[src/rtl/monitor_pkg.sv]
// -----------------------------------------------------------------------------
// monitor_pkg
//   Types and constants shared by the monitor event arbiter and the
//   active-device monitor it feeds.
//   - mon_state_e     : arbiter FSM states
//   - MON_CNT_W       : default active-device count width
//   - MON_MAX_DEV     : default highest legal active-device count
//   - MON_REJ_CNT_W   : width of the optional rejection statistics counter
// -----------------------------------------------------------------------------
package monitor_pkg;

  typedef enum logic [1:0] {
    MON_IDLE    = 2'd0,
    MON_ISSUE   = 2'd1,
    MON_RECOVER = 2'd2
  } mon_state_e;

  localparam int MON_CNT_W     = 8;
  localparam int MON_MAX_DEV   = 255;
  localparam int MON_REJ_CNT_W = 16;

endpackage : monitor_pkg

[src/rtl/rr_arbiter.sv]
// -----------------------------------------------------------------------------
// rr_arbiter
//   Combinational rotating-priority search. The search begins at
//   last_grant+1 (mod N_REQ) and returns the first requester found.
//   Ports:
//     req        in  N_REQ          : request vector
//     last_grant in  $clog2(N_REQ)  : index granted most recently
//     win_idx    out $clog2(N_REQ)  : winning index (0 when valid is low)
//     valid      out 1              : at least one request is present
// -----------------------------------------------------------------------------
module rr_arbiter #(
  parameter int N_REQ = 4
) (
  input  logic [N_REQ-1:0]         req,
  input  logic [$clog2(N_REQ)-1:0] last_grant,
  output logic [$clog2(N_REQ)-1:0] win_idx,
  output logic                     valid
);

  localparam int IDX_W = $clog2(N_REQ);

  logic [IDX_W-1:0] cand;

  always_comb begin
    // NOTE: every variable written here gets a default first, so no path
    // through the loop can leave one unassigned and infer a latch.
    win_idx = '0;
    valid   = 1'b0;
    cand    = '0;
    // k runs 1..N_REQ so the previous winner is examined last.
    for (int k = 1; k <= N_REQ; k++) begin
      cand = IDX_W'((int'(last_grant) + k) % N_REQ);
      if (!valid && req[cand]) begin
        win_idx = cand;
        valid   = 1'b1;
      end
    end
  end

endmodule : rr_arbiter

[src/rtl/monitor_event_arbiter.sv]
// -----------------------------------------------------------------------------
// monitor_event_arbiter
//   Serialises connect/disconnect events from N_REQ gateways into the single
//   change/on_off command pair of the active-device monitor. Requesters are
//   served round-robin; a shadow count of active devices is kept so that any
//   event that would overflow (above MAX_DEV) or underflow (below 0) the
//   monitor is refused instead of issued. Each event takes three cycles:
//   IDLE (sample + decide), ISSUE (outputs pulse), RECOVER (requester drops).
//
//   Optional feature: define MONITOR_ARB_STATS_EN to add the rej_count output.
//
//   Ports:
//     clk          in  1      : clock, rising edge
//     rst          in  1      : synchronous active-high reset
//     req          in  N_REQ  : level event request, held until ack/rej
//     req_on_off   in  N_REQ  : direction, 1 = connect, 0 = disconnect
//     ack          out N_REQ  : one-hot 1-cycle pulse, event issued
//     rej          out N_REQ  : one-hot 1-cycle pulse, event refused
//     change       out 1      : monitor strobe, 1 cycle per issued event
//     on_off       out 1      : monitor direction, 0 whenever change is 0
//     active_count out CNT_W  : shadow active-device count
//     busy         out 1      : FSM is not in IDLE
//     rej_count    out 16     : saturating rejection count (stats build only)
// -----------------------------------------------------------------------------
module monitor_event_arbiter
  import monitor_pkg::*;
#(
  parameter int N_REQ   = 4,
  parameter int CNT_W   = MON_CNT_W,
  parameter int MAX_DEV = MON_MAX_DEV
) (
  input  logic                     clk,
  input  logic                     rst,
  input  logic [N_REQ-1:0]         req,
  input  logic [N_REQ-1:0]         req_on_off,
  output logic [N_REQ-1:0]         ack,
  output logic [N_REQ-1:0]         rej,
  output logic                     change,
  output logic                     on_off,
  output logic [CNT_W-1:0]         active_count,
  output logic                     busy
`ifdef MONITOR_ARB_STATS_EN
  ,
  output logic [MON_REJ_CNT_W-1:0] rej_count
`endif
);

  localparam int               IDX_W     = $clog2(N_REQ);
  localparam logic [CNT_W-1:0] MAX_DEV_C = CNT_W'(MAX_DEV);
  localparam logic [IDX_W-1:0] LAST_IDX  = IDX_W'(N_REQ - 1);

  mon_state_e       state_q, state_d;
  logic [IDX_W-1:0] win_q, win_d;
  logic [IDX_W-1:0] last_grant_q, last_grant_d;
  logic [N_REQ-1:0] ack_q, ack_d;
  logic [N_REQ-1:0] rej_q, rej_d;
  logic             change_q, change_d;
  logic             on_off_q, on_off_d;
  logic [CNT_W-1:0] count_q, count_d;
  logic             busy_q, busy_d;

  logic [IDX_W-1:0] arb_idx;
  logic             arb_valid;
  logic             win_dir;
  logic             accept;

  rr_arbiter #(
    .N_REQ (N_REQ)
  ) u_rr_arbiter (
    .req        (req),
    .last_grant (last_grant_q),
    .win_idx    (arb_idx),
    .valid      (arb_valid)
  );

  // ---------------------------------------------------------------------------
  // Next-state and output logic. The accept/reject decision is made while
  // still in IDLE so that ack/rej/change can come straight from flops during
  // ISSUE; the count itself moves at the end of ISSUE, in step with the
  // monitor consuming change.
  // ---------------------------------------------------------------------------
  always_comb begin
    state_d      = state_q;
    win_d        = win_q;
    last_grant_d = last_grant_q;
    count_d      = count_q;
    ack_d        = '0;
    rej_d        = '0;
    change_d     = 1'b0;
    on_off_d     = 1'b0;
    win_dir      = req_on_off[arb_idx];
    accept       = win_dir ? (count_q < MAX_DEV_C) : (count_q != '0);

    unique case (state_q)
      MON_IDLE: begin
        if (arb_valid) begin
          win_d   = arb_idx;
          state_d = MON_ISSUE;
          if (accept) begin
            ack_d[arb_idx] = 1'b1;
            change_d       = 1'b1;
            on_off_d       = win_dir;
          end else begin
            rej_d[arb_idx] = 1'b1;
          end
        end
      end

      MON_ISSUE: begin
        last_grant_d = win_q;
        if (change_q) begin
          count_d = on_off_q ? count_q + CNT_W'(1) : count_q - CNT_W'(1);
        end
        state_d = MON_RECOVER;
      end

      MON_RECOVER: begin
        // Requests are ignored here so the served requester can drop req.
        state_d = MON_IDLE;
      end

      default: begin
        state_d = MON_IDLE;
      end
    endcase

    busy_d = (state_d != MON_IDLE);
  end

  always_ff @(posedge clk) begin
    // NOTE: all state uses non-blocking assignment so every flop samples the
    // pre-edge values of its neighbours, independent of statement order.
    if (rst) begin
      // NOTE: only control and counter flops live here, so each one gets an
      // explicit reset value; a dropped ISSUE event never reaches the count.
      state_q      <= MON_IDLE;
      win_q        <= '0;
      last_grant_q <= LAST_IDX;
      ack_q        <= '0;
      rej_q        <= '0;
      change_q     <= 1'b0;
      on_off_q     <= 1'b0;
      count_q      <= '0;
      busy_q       <= 1'b0;
    end else begin
      state_q      <= state_d;
      win_q        <= win_d;
      last_grant_q <= last_grant_d;
      ack_q        <= ack_d;
      rej_q        <= rej_d;
      change_q     <= change_d;
      on_off_q     <= on_off_d;
      count_q      <= count_d;
      busy_q       <= busy_d;
    end
  end

  assign ack          = ack_q;
  assign rej          = rej_q;
  assign change       = change_q;
  assign on_off       = on_off_q;
  assign active_count = count_q;
  assign busy         = busy_q;

`ifdef MONITOR_ARB_STATS_EN
  // Saturating count of refused events, advanced on each rej pulse.
  logic [MON_REJ_CNT_W-1:0] rej_count_q, rej_count_d;

  always_comb begin
    rej_count_d = rej_count_q;
    if ((|rej_q) && (rej_count_q != '1)) begin
      rej_count_d = rej_count_q + MON_REJ_CNT_W'(1);
    end
  end

  always_ff @(posedge clk) begin
    if (rst) begin
      rej_count_q <= '0;
    end else begin
      rej_count_q <= rej_count_d;
    end
  end

  assign rej_count = rej_count_q;
`endif

endmodule : monitor_event_arbiter

[config.mk]
export PLATFORM = sky130hd
export DESIGN_NAME = monitor_event_arbiter
export DESIGN_NICKNAME = d
export VERILOG_FILES = /design/src/rtl/monitor_pkg.sv /design/src/rtl/rr_arbiter.sv /design/src/rtl/monitor_event_arbiter.sv
export SDC_FILE = /design/constraint.sdc
export NUM_CORES = 1
export LEC_CHECK = 0
export CORE_MARGIN = 5
export CORE_UTILIZATION = 52
export CTS_CLUSTER_DIAMETER = 150
export CTS_CLUSTER_SIZE = 8
export DETAILED_ROUTE_END_ITERATION = 10
export HOLD_SLACK_MARGIN = 0.08
export PLACE_DENSITY = 0.82
export SLEW_MARGIN = 0
export SYNTH_ARGS = -nofsm -noshare
export SYNTH_HDL_FRONTEND = slang
export SYNTH_HIERARCHICAL = 1
export SYNTH_SLANG_ARGS = --single-unit
export TNS_END_PERCENT = 30
[constraint.sdc]
create_clock -name clk -period 3.4 [get_ports clk]
set_clock_uncertainty 0.05 [all_clocks]
set_input_delay 0.68 -clock clk [delete_from_list [all_inputs] [get_ports clk]]
set_output_delay 0.68 -clock clk [all_outputs]
set_load 0.05 [all_outputs]
* After elaboration in Yosys (flattened, before gate mapping) *
Index checks and enable logic that the tools add are counted.

storage, ports and cells
  register bits = 25
  bits in latches = 0
  bits in writable memories = 0
  bits in read-only memories = 0
  logic and storage cells = 66
  memories = 0

operators by class
  $add $sub $neg = 6
  multipliers = 0
  divide/modulo/power cells = 0
  order comparisons = 7
  eq/ne operators = 1
  shift-type cells = 0
  mux-type cells = 25
  bitwise gates (word level) = 3
  reductions and logical operators = 15

operators with widths
  operator                                                                number
  2-bit by 3-bit < comparator with 1-bit output (second input constant)   5
  1-bit 2-to-1 mux                                                        12
  1-bit binary-select mux with 2-bit select                               5
  2-bit 2-to-1 mux                                                        5
  8-bit by 1-bit adder with 8-bit output (second input constant)          1
  8-bit < comparator (second input constant)                              1
  8-bit 2-to-1 mux                                                        1
  8-bit nonzero test                                                      1
  4-bit OR reduction                                                      2
  8-bit by 1-bit subtractor with 8-bit output (second input constant)     1
  2-bit by 1-bit adder with 2-bit output (second input constant)          2
  2-bit adder (second input constant)                                     2
  1-bit logical AND                                                       4
  2-bit case mux with 2 select lines                                      1
  2-bit AND reduction                                                     2
  1-bit zero test                                                         3
  1-bit inverter                                                          3
  3-bit OR reduction                                                      1
  1-bit demux with 2-bit select                                           1
  2-bit by 1-bit == test with 1-bit output (second input constant)        1
  2-bit by 1-bit >= comparator with 1-bit output (second input constant)  1
  2-bit zero test                                                         1
  2-bit nonzero test                                                      1

* Logic depth before layout (Yosys ltp) *
Gate-level depths: netlist (run 1).

  depth after elaboration = 18
  gate-level depth with buffers = 9
  gate-level depth less buffers = 8

* Cells and area by module *
The synthesis (run 1) kept the hierarchy.

modules (own cells, without submodules)
  module                 times used  cells each  area an instance (µm²)
  monitor_event_arbiter  1           129         1159.9
  rr_arbiter             1           14          91.3

* Worst setup path after synthesis (run 1) *
OpenSTA, ideal clock, no wires.

  kind = register to register
  start point = register on_off_q, in the netlist on_off
  end point = register count_q[7], in the netlist active_count[7]
  library setup time = 0.121 ns
  arrival = 2.495 ns
  data required time = 3.229 ns
  path slack = 0.733 ns
  stages on the path, launching flop included = 8
  buffers on the path = 0
  period minus slack after synthesis = 2.667 ns
  cells stage by stage = dfxtp_1 -> inv_1 -> ha_1 -> a211oi_2 -> nor3_1 -> o2111ai_1 -> or3b_1 -> mux2_4

between the ends
  cells in the longest elaborated chain, start to end = 1

RTL lines
  item                    line                          RTL
  start, declared         monitor_event_arbiter.sv:58   logic on_off_q, on_off_d;
  start signal, assigned  monitor_event_arbiter.sv:152  on_off_q <= on_off_d;
  8-bit 2-to-1 mux        monitor_event_arbiter.sv:112  count_d = on_off_q ? count_q + CNT_W'(1) : count_q - CNT_W'(1);
  end signal, assigned    monitor_event_arbiter.sv:153  count_q <= count_d;
  end, declared           monitor_event_arbiter.sv:59   logic [CNT_W-1:0] count_q, count_d;

Every way passes these cells.
A chain may end at the register's enable or synchronous reset.

* Final worst setup path (run 1) *
  start point = input port req[3]
  end point = register ack_q[0], in the netlist ack[0]

between the ends
  cells in the longest elaborated chain, start to end = 17

RTL lines
  item                                                                                                   line                          RTL
  start, declared                                                                                        monitor_event_arbiter.sv:34   input logic [N_REQ-1:0] req,
  1-bit binary-select mux with 2-bit select                                                              rr_arbiter.sv:33              if (!valid && req[cand]) begin
  1-bit 2-to-1 mux (not written as such)                                                                 rr_arbiter.sv:33
  1-bit 2-to-1 mux                                                                                       rr_arbiter.sv:33
  1-bit zero test                                                                                        rr_arbiter.sv:33
  1-bit logical AND                                                                                      rr_arbiter.sv:33
  1-bit 2-to-1 mux                                                                                       rr_arbiter.sv:33
  1-bit zero test                                                                                        rr_arbiter.sv:33
  1-bit logical AND                                                                                      rr_arbiter.sv:33
  1-bit 2-to-1 mux                                                                                       rr_arbiter.sv:33
  1-bit zero test                                                                                        rr_arbiter.sv:33
  1-bit logical AND                                                                                      rr_arbiter.sv:33
  2-bit 2-to-1 mux (*)                                                                                   rr_arbiter.sv:33
  net arb_idx[0]                                                                                         monitor_event_arbiter.sv:62   logic [IDX_W-1:0] arb_idx;
  parallel branches: the longest is 5 deep, another holds 2-bit by 3-bit < comparator with 1-bit output  --
  end signal, assigned                                                                                   monitor_event_arbiter.sv:149  ack_q <= ack_d;
  end, declared                                                                                          monitor_event_arbiter.sv:55   logic [N_REQ-1:0] ack_q, ack_d;

Mark *: on every way through the listed nets, which the timed path passes. The select of a mux whose other input is x is not followed.

==> results of run 1 <==
==> Yosys cell counts (2+ instances only) <==
cell,instances,area [µm²]
xnor2_1,2,17.5
a21oi_1,8,40.0
nand2_1,16,60.1
nor4_1,2,12.5
nand3_1,5,25.0
inv_1,5,18.8
nand3b_1,4,30.0
clkbuf_1,3,11.3
mux2i_1,3,30.0
a31oi_1,2,12.5
nor3_1,6,30.0
ha_1,6,75.1
dfxtp_1,25,500
nor2_1,16,60.1
o21ai_1,2,10.0
nand2b_1,5,31.3
nor2b_1,2,12.5
nand4_1,3,18.8
==> registers in the layout (all words and copies together) (netlist names) <==
register      cells
active_count      8
ack               4
rej               4
last_grant_q      2
state_q           2
win_q             2
busy              1
change            1
on_off            1
==> power groups by stage <==
stage / logic [mW] / clock network [mW] / registers (mW)
2_1_floorplan: 0.137 / 0 / 0.404
3_5_place_dp: 0.273 / 0 / 0.348
3_3_place_gp: 0.265 / 0 / 0.347
6_report: 0.275 / 0.130 / 0.341
5_1_grt: 0.297 / 0.152 / 0.345
4_1_cts: 0.274 / 0.136 / 0.341
==> worst paths after layout <==
| path | start | cells after the start | endpoint | slack [ps] |
|---|---|---|---|---|
| min reg2reg | win_q[0] | 2 | last_grant_q[0] | 420 |
| min | win_q[0] | 2 | last_grant_q[0] | 420 |
| max reg2reg | on_off | 7 | active_count[7] | 920 |
| max | req[3] | 9 | ack[0] | 620 |
==> layout make-up <==
class	instances	area share [%]
tap	28	2.21
sequential	25	31.6
clock buffer	4	1.66
multi-input combinational	108	44.9
inverter	6	1.42
timing repair buffer	29	18.2
==> worst min-delay path: cells and delay by family, from the launching register on <==
kind,cells,cell delay (ps)
simple gates,2,120
flops,1,330
==> kinds of logic (layout without fill, tap and decap cells) <==
| group | count (synthesis) | after routing | synth area share (%) |
|---|---|---|---|
| buffers and inverters | 10 | 39 | 3.10 |
| AND/OR/NAND/NOR | 68 | 68 | 27.7 |
| flip-flops | 25 | 25 | 40.0 |
| XOR/XNOR | 3 | 3 | 2.10 |
| adder cells (fa/ha/maj) | 7 | 7 | 7.60 |
| AO/OA/AOI/OAI | 25 | 25 | 14.1 |
| multiplexers | 5 | 5 | 5.40 |
==> layer usage <==
metal	global-route usage (%)	up-vias	part of all wire, %
met3	3.49	2	4.6
met1	22.9	527	46
met4	5.18	0	0.48
met5	0	-	0
li1	-	567	-
met2	29.2	31	49
==> per-stage QoR <==
| stage | utilization (%) | worst slack (ps) |
|---|---|---|
| final | 70.3 | 616 |
| after global routing | 70.3 | 498 |
| after CTS | 70.3 | 641 |
| after detailed placement | 69.1 | 307 |
| after global placement | 69.1 | 399 |
| after floorplan | - | 733 |
==> run_results.csv, run 1 <==
group,metric,value,unit
run_status,status,"completed",
finish,final_design_area_no_fill,0.00158,mm²
yosys,syn_area,0.00125,mm²
route,drt-wirelength-per-cell,14.5,µm
die,core,0.00225,mm²
cts,numCtsBuffers,3,
power,power_frac_seq,45.7,%
finish,drive_gt1_share,6.40,%
finish,fill_cells,197,
sta,slew_violations,0,
cts,cts_resized,0,
placed_design,place_area,0.00156,mm²
worst_hold_path,min_path_type,"reg -> reg",
yosys,synth-edff-count,0,
finish,multi_input_area,712,µm²
placed_design,gp_congestion,0.856,
die,pin_count,29,
critical_path,required,3540,ps
critical_path,path_buf_inv,1,
critical_path,crit_family,"simple AND/OR/NAND/NOR gates",
die,initial_utilization,55.5,%
die,dieHeight,59.1,µm
finish,num-nets-final,190,
yosys,yosys_warnings,6,
finish,seqCellArea,500,µm²
sta,hold_viol_final,0,
yosys,async_reset_ff_share,0,%
finish,stdcell_count,200,
cts,cts_max_level,1,
sta,slew_headroom,64.9,%
global_route,grt_overflow_total,0,
yosys,syn_area_per_cell,8.75,µm²
cts,cts_root_buf,"clkbuf_4",
cts,cts_setup_buffers,0,
route,num_vias,1127,
yosys,synth.distinct_cells,46,
route,drt_iter0_drc,48,
power,comb_power_share,36.8,%
cts,clockBufferDepth,2,
cts,cts_tree,"done",
critical_path,critPathKind,"in -> reg",
global_route,antenna_found_initial,0,
power,swShare,36.7,%
power,vdd_drop_max,0.000339,V
critical_path,path_max_fanout,7,
run,cap_violations,0,
sta,post-route-period-util,81.9,%
sta,clock.fmax,0.359,GHz
critical_path,max_stage_delay,560,ps
power,finalPower,0.746,mW
die,die_w,59.1,µm
cts,clock_latency,310,ps
yosys,ys_seq_elements,25,
route,vias_per_cell,5.64,
die,die_area,0.00349,mm²
finish,final_cell_mix,"28 x clkdlybuf4s50_1, 25 x dfxtp_1, 16 x nand2_1, 16 x nor2_1, 8 x a21oi_1",
finish,antennaDiodeCount,0,
power,powerDensity,471,mW/mm²
sta,finalCriticalPeriod,2780,ps
placed_design,dp.cells,196,
die,core.rowCount,17,
critical_path,end_kind,"register",
critical_path,crit_path_cell_trace,"clkdlybuf4s50_1 > and2b_1 > a21oi_2 > o221ai_2 > mux4_2 > nand3b_1 > o31ai_1 > or2_1 > nor3_1",
route,drt_wl_total,2900,µm
finish,syn2layout_area_growth,26.6,%
route,drc_errors,0,
cts,cts.sinks,25,
sta,timing.setup.tns,0,ps
route,ant_nets,0,
critical_path,crit_path_start_kind,"input port",
sta,rsz0062_at_grt,"no",
power,p_sw,0.274,mW
yosys,ys_seq_area_share,40.0,%
yosys,synth_flop_cell,"dfxtp_1",
critical_path,critPathArrivalTime,2930,ps
finish,layout_commonest_cell,"clkdlybuf4s50_1",
global_route,grt_max_degree,16,
placed_design,dp_hpwl,2250,µm
cts,cts_hold_buf,0,
power,p_leak,0.629,nW
sta,setup_viol_count_final,0,
placed_design,portBuffers,28,
critical_path,slowest_stage,"mux4_2",
cts,clk_pin_slew,140,ps
global_route,grt_pass1_wl,4830,µm
global_route,track_usage,17.5,%
sta,worstMarginPinSlew,525,ps
yosys,synth_nets,160,
yosys,syn_inst,143,
sta,hold_slack,424,ps
route,first_pass_iters,4,
power,pwr-share-clk,17.4,%
global_route,grt_pass1_vias,1061,
power,power.internal,0.472,mW
No activity file was read; power rests on OpenSTA's default activity.
==> run 2, diff against run 1 <==
Settings changed: CORE_UTILIZATION 52 to 44, PLACE_DENSITY 0.82 to 0.73.
Clock period 3.4 ns to 2.5 ns, I/O delays scaled along.
==> run_results.csv, run 2 (same netlist as run 1, synthesis figures left out) <==
group,metric,value,unit
run_status,status,"completed",
worst_hold_path,min_from,"win_q[0]",
global_route,antenna_found_initial,0,
die,die_w,63.3,µm
finish,largest_reg_flops,8,
sta,post-route-period-util,95.8,%
worst_hold_path,holdPathStages,2,
cts,cts_tree,"done",
critical_path,r2r_setup_slack,140,ps
placed_design,gp_congestion,0.867,
die,pin_count,29,
global_route,grt_pass1_wl,4910,µm
sta,slew_violations,0,
sta,finalCriticalPeriod,2390,ps
cts,clockBufferDepth,2,
critical_path,crit_path_start_kind,"input port",
power,powerDensity,633,mW/mm²
placed_design,portBuffers,28,
route,drt_iter0_drc,28,
worst_hold_path,min_to,"last_grant_q[0]",
cts,cts_max_level,1,
worst_hold_path,min_path_type,"reg -> reg",
sta,setup_viol_count_final,0,
route,drc_errors,0,
critical_path,max_stage_delay,550,ps
route,first_pass_iters,4,
finish,final_cell_mix,"28 x clkdlybuf4s50_1, 24 x dfxtp_1, 16 x nand2_1, 16 x nor2_1, 8 x a21oi_1",
global_route,track_usage,14.7,%
sta,hold_viol_final,0,
finish,syn2layout_area_growth,31.1,%
die,dieHeight,63.3,µm
route,drt-wirelength-per-cell,14.1,µm
finish,antennaDiodeCount,0,
route,vias_per_cell,5.48,
finish,num-nets-final,196,
global_route,grt_overflow_total,0,
die,initial_utilization,45.8,%
placed_design,dp_hpwl,2320,µm
critical_path,r2r_cells,7,
critical_path,path_max_fanout,4,
critical_path,critPathArrivalTime,2600,ps
critical_path,end_kind,"register",
route,ant_nets,0,
die,core,0.00273,mm²
cts,cts.sinks,25,
sta,timing.setup.tns,0,ps
run,cap_violations,0,
cts,cts_setup_buffers,0,
critical_path,crit-reg2reg-launch,"on_off",
finish,stdcell_count,209,
placed_design,dp.cells,205,
sta,slew_headroom,65.7,%
critical_path,slowest_stage,"mux4_2",
cts,numCtsBuffers,3,
sta,hold_slack,430,ps
die,die_area,0.00401,mm²
power,p_leak,0.659,nW
critical_path,required,2710,ps
sta,rsz0062_at_grt,"yes",
finish,drive_gt1_share,11.2,%
cts,cts_root_buf,"clkbuf_4",
critical_path,r2r_end,"active_count[7]",
route,drt_wl_total,2960,µm
finish,final_design_area_no_fill,0.00164,mm²
sta,clock.fmax,0.418,GHz
critical_path,crit_path_cell_trace,"clkdlybuf4s50_1 > and2b_1 > a21oi_2 > o221ai_2 > mux4_2 > nand3b_1 > o31ai_1 > nand2_1 > nor3_1",
placed_design,place_area,0.00161,mm²
power,vdd_drop_max,0.000465,V
finish,layout_commonest_cell,"clkdlybuf4s50_1",
global_route,grt_pass1_vias,1131,
cts,clock_latency,320,ps
route,num_vias,1146,
global_route,grt_max_degree,16,
cts,clk_pin_slew,140,ps
critical_path,critPathKind,"in -> reg",
sta,worstMarginPinSlew,513,ps
die,core.rowCount,19,
run 2: worst max path at each step:
stage	startpoint	to	slack, ps	depth (start not counted)
detailed placement	req[2]	ack[3]	-290	9
floorplan	on_off	active_count[7]	90	7
CTS	req[2]	ack[3]	70	9
global placement	req[2]	ack[1]	-190	9
global route	req[2]	rej[0]	-40	9
finish	req[2]	rej[0]	110	9
run 2: area by class of cell:
| type | instances | area (µm²) |
|---|---|---|
| repair buffers | 35 | 333 |
| fillers | 271 | 1090 |
| multi-input cells | 108 | 714 |
| flip-flops and latches | 25 | 502 |
| clock inverters | 1 | 7.51 |
| clock buffers | 3 | 22.5 |
| inverters | 6 | 22.5 |
| well taps | 31 | 38.8 |
run 2: repair_timing:
item                       4_1_cts  5_1_grt
setup endpoints to repair        0        7
hold buffers                     0        0
resized for setup                0        1
run 2: routing by layer:
layer	vias up	share of wire [%]	track usage, %
met2	20	50	26.9
met4	0	0.58	4.68
met3	2	4.3	3.20
li1	578	-	-
met1	546	45	16.6
met5	-	0	0
run 2: worst max-delay path: cells and delay by family:
kind,cells,cell delay (ps)
buffers and inverters,1,440
AND/OR/NAND/NOR,4,750
AO/OA/AOI/OAI,3,350
multiplexers,1,550
run 2: where the power goes:
part / internal (mW) / switching (mW)
Clock: 0.0611 / 0.124
Sequential: 0.433 / 0.0321
Combinational: 0.159 / 0.230
Total: 0.653 / 0.386
run 2: metrics by stage:
stage / setup WS [ps] / utilization, % / power [mW]
floorplan: 85.6 / - / 0.736
global placement: -192 / 58.8 / 0.846
detailed placement: -287 / 58.8 / 0.859
CTS: 68.9 / 59.9 / 1.04
global route: -39.9 / 60.0 / 1.11
finish: 106 / 60.0 / 1.04
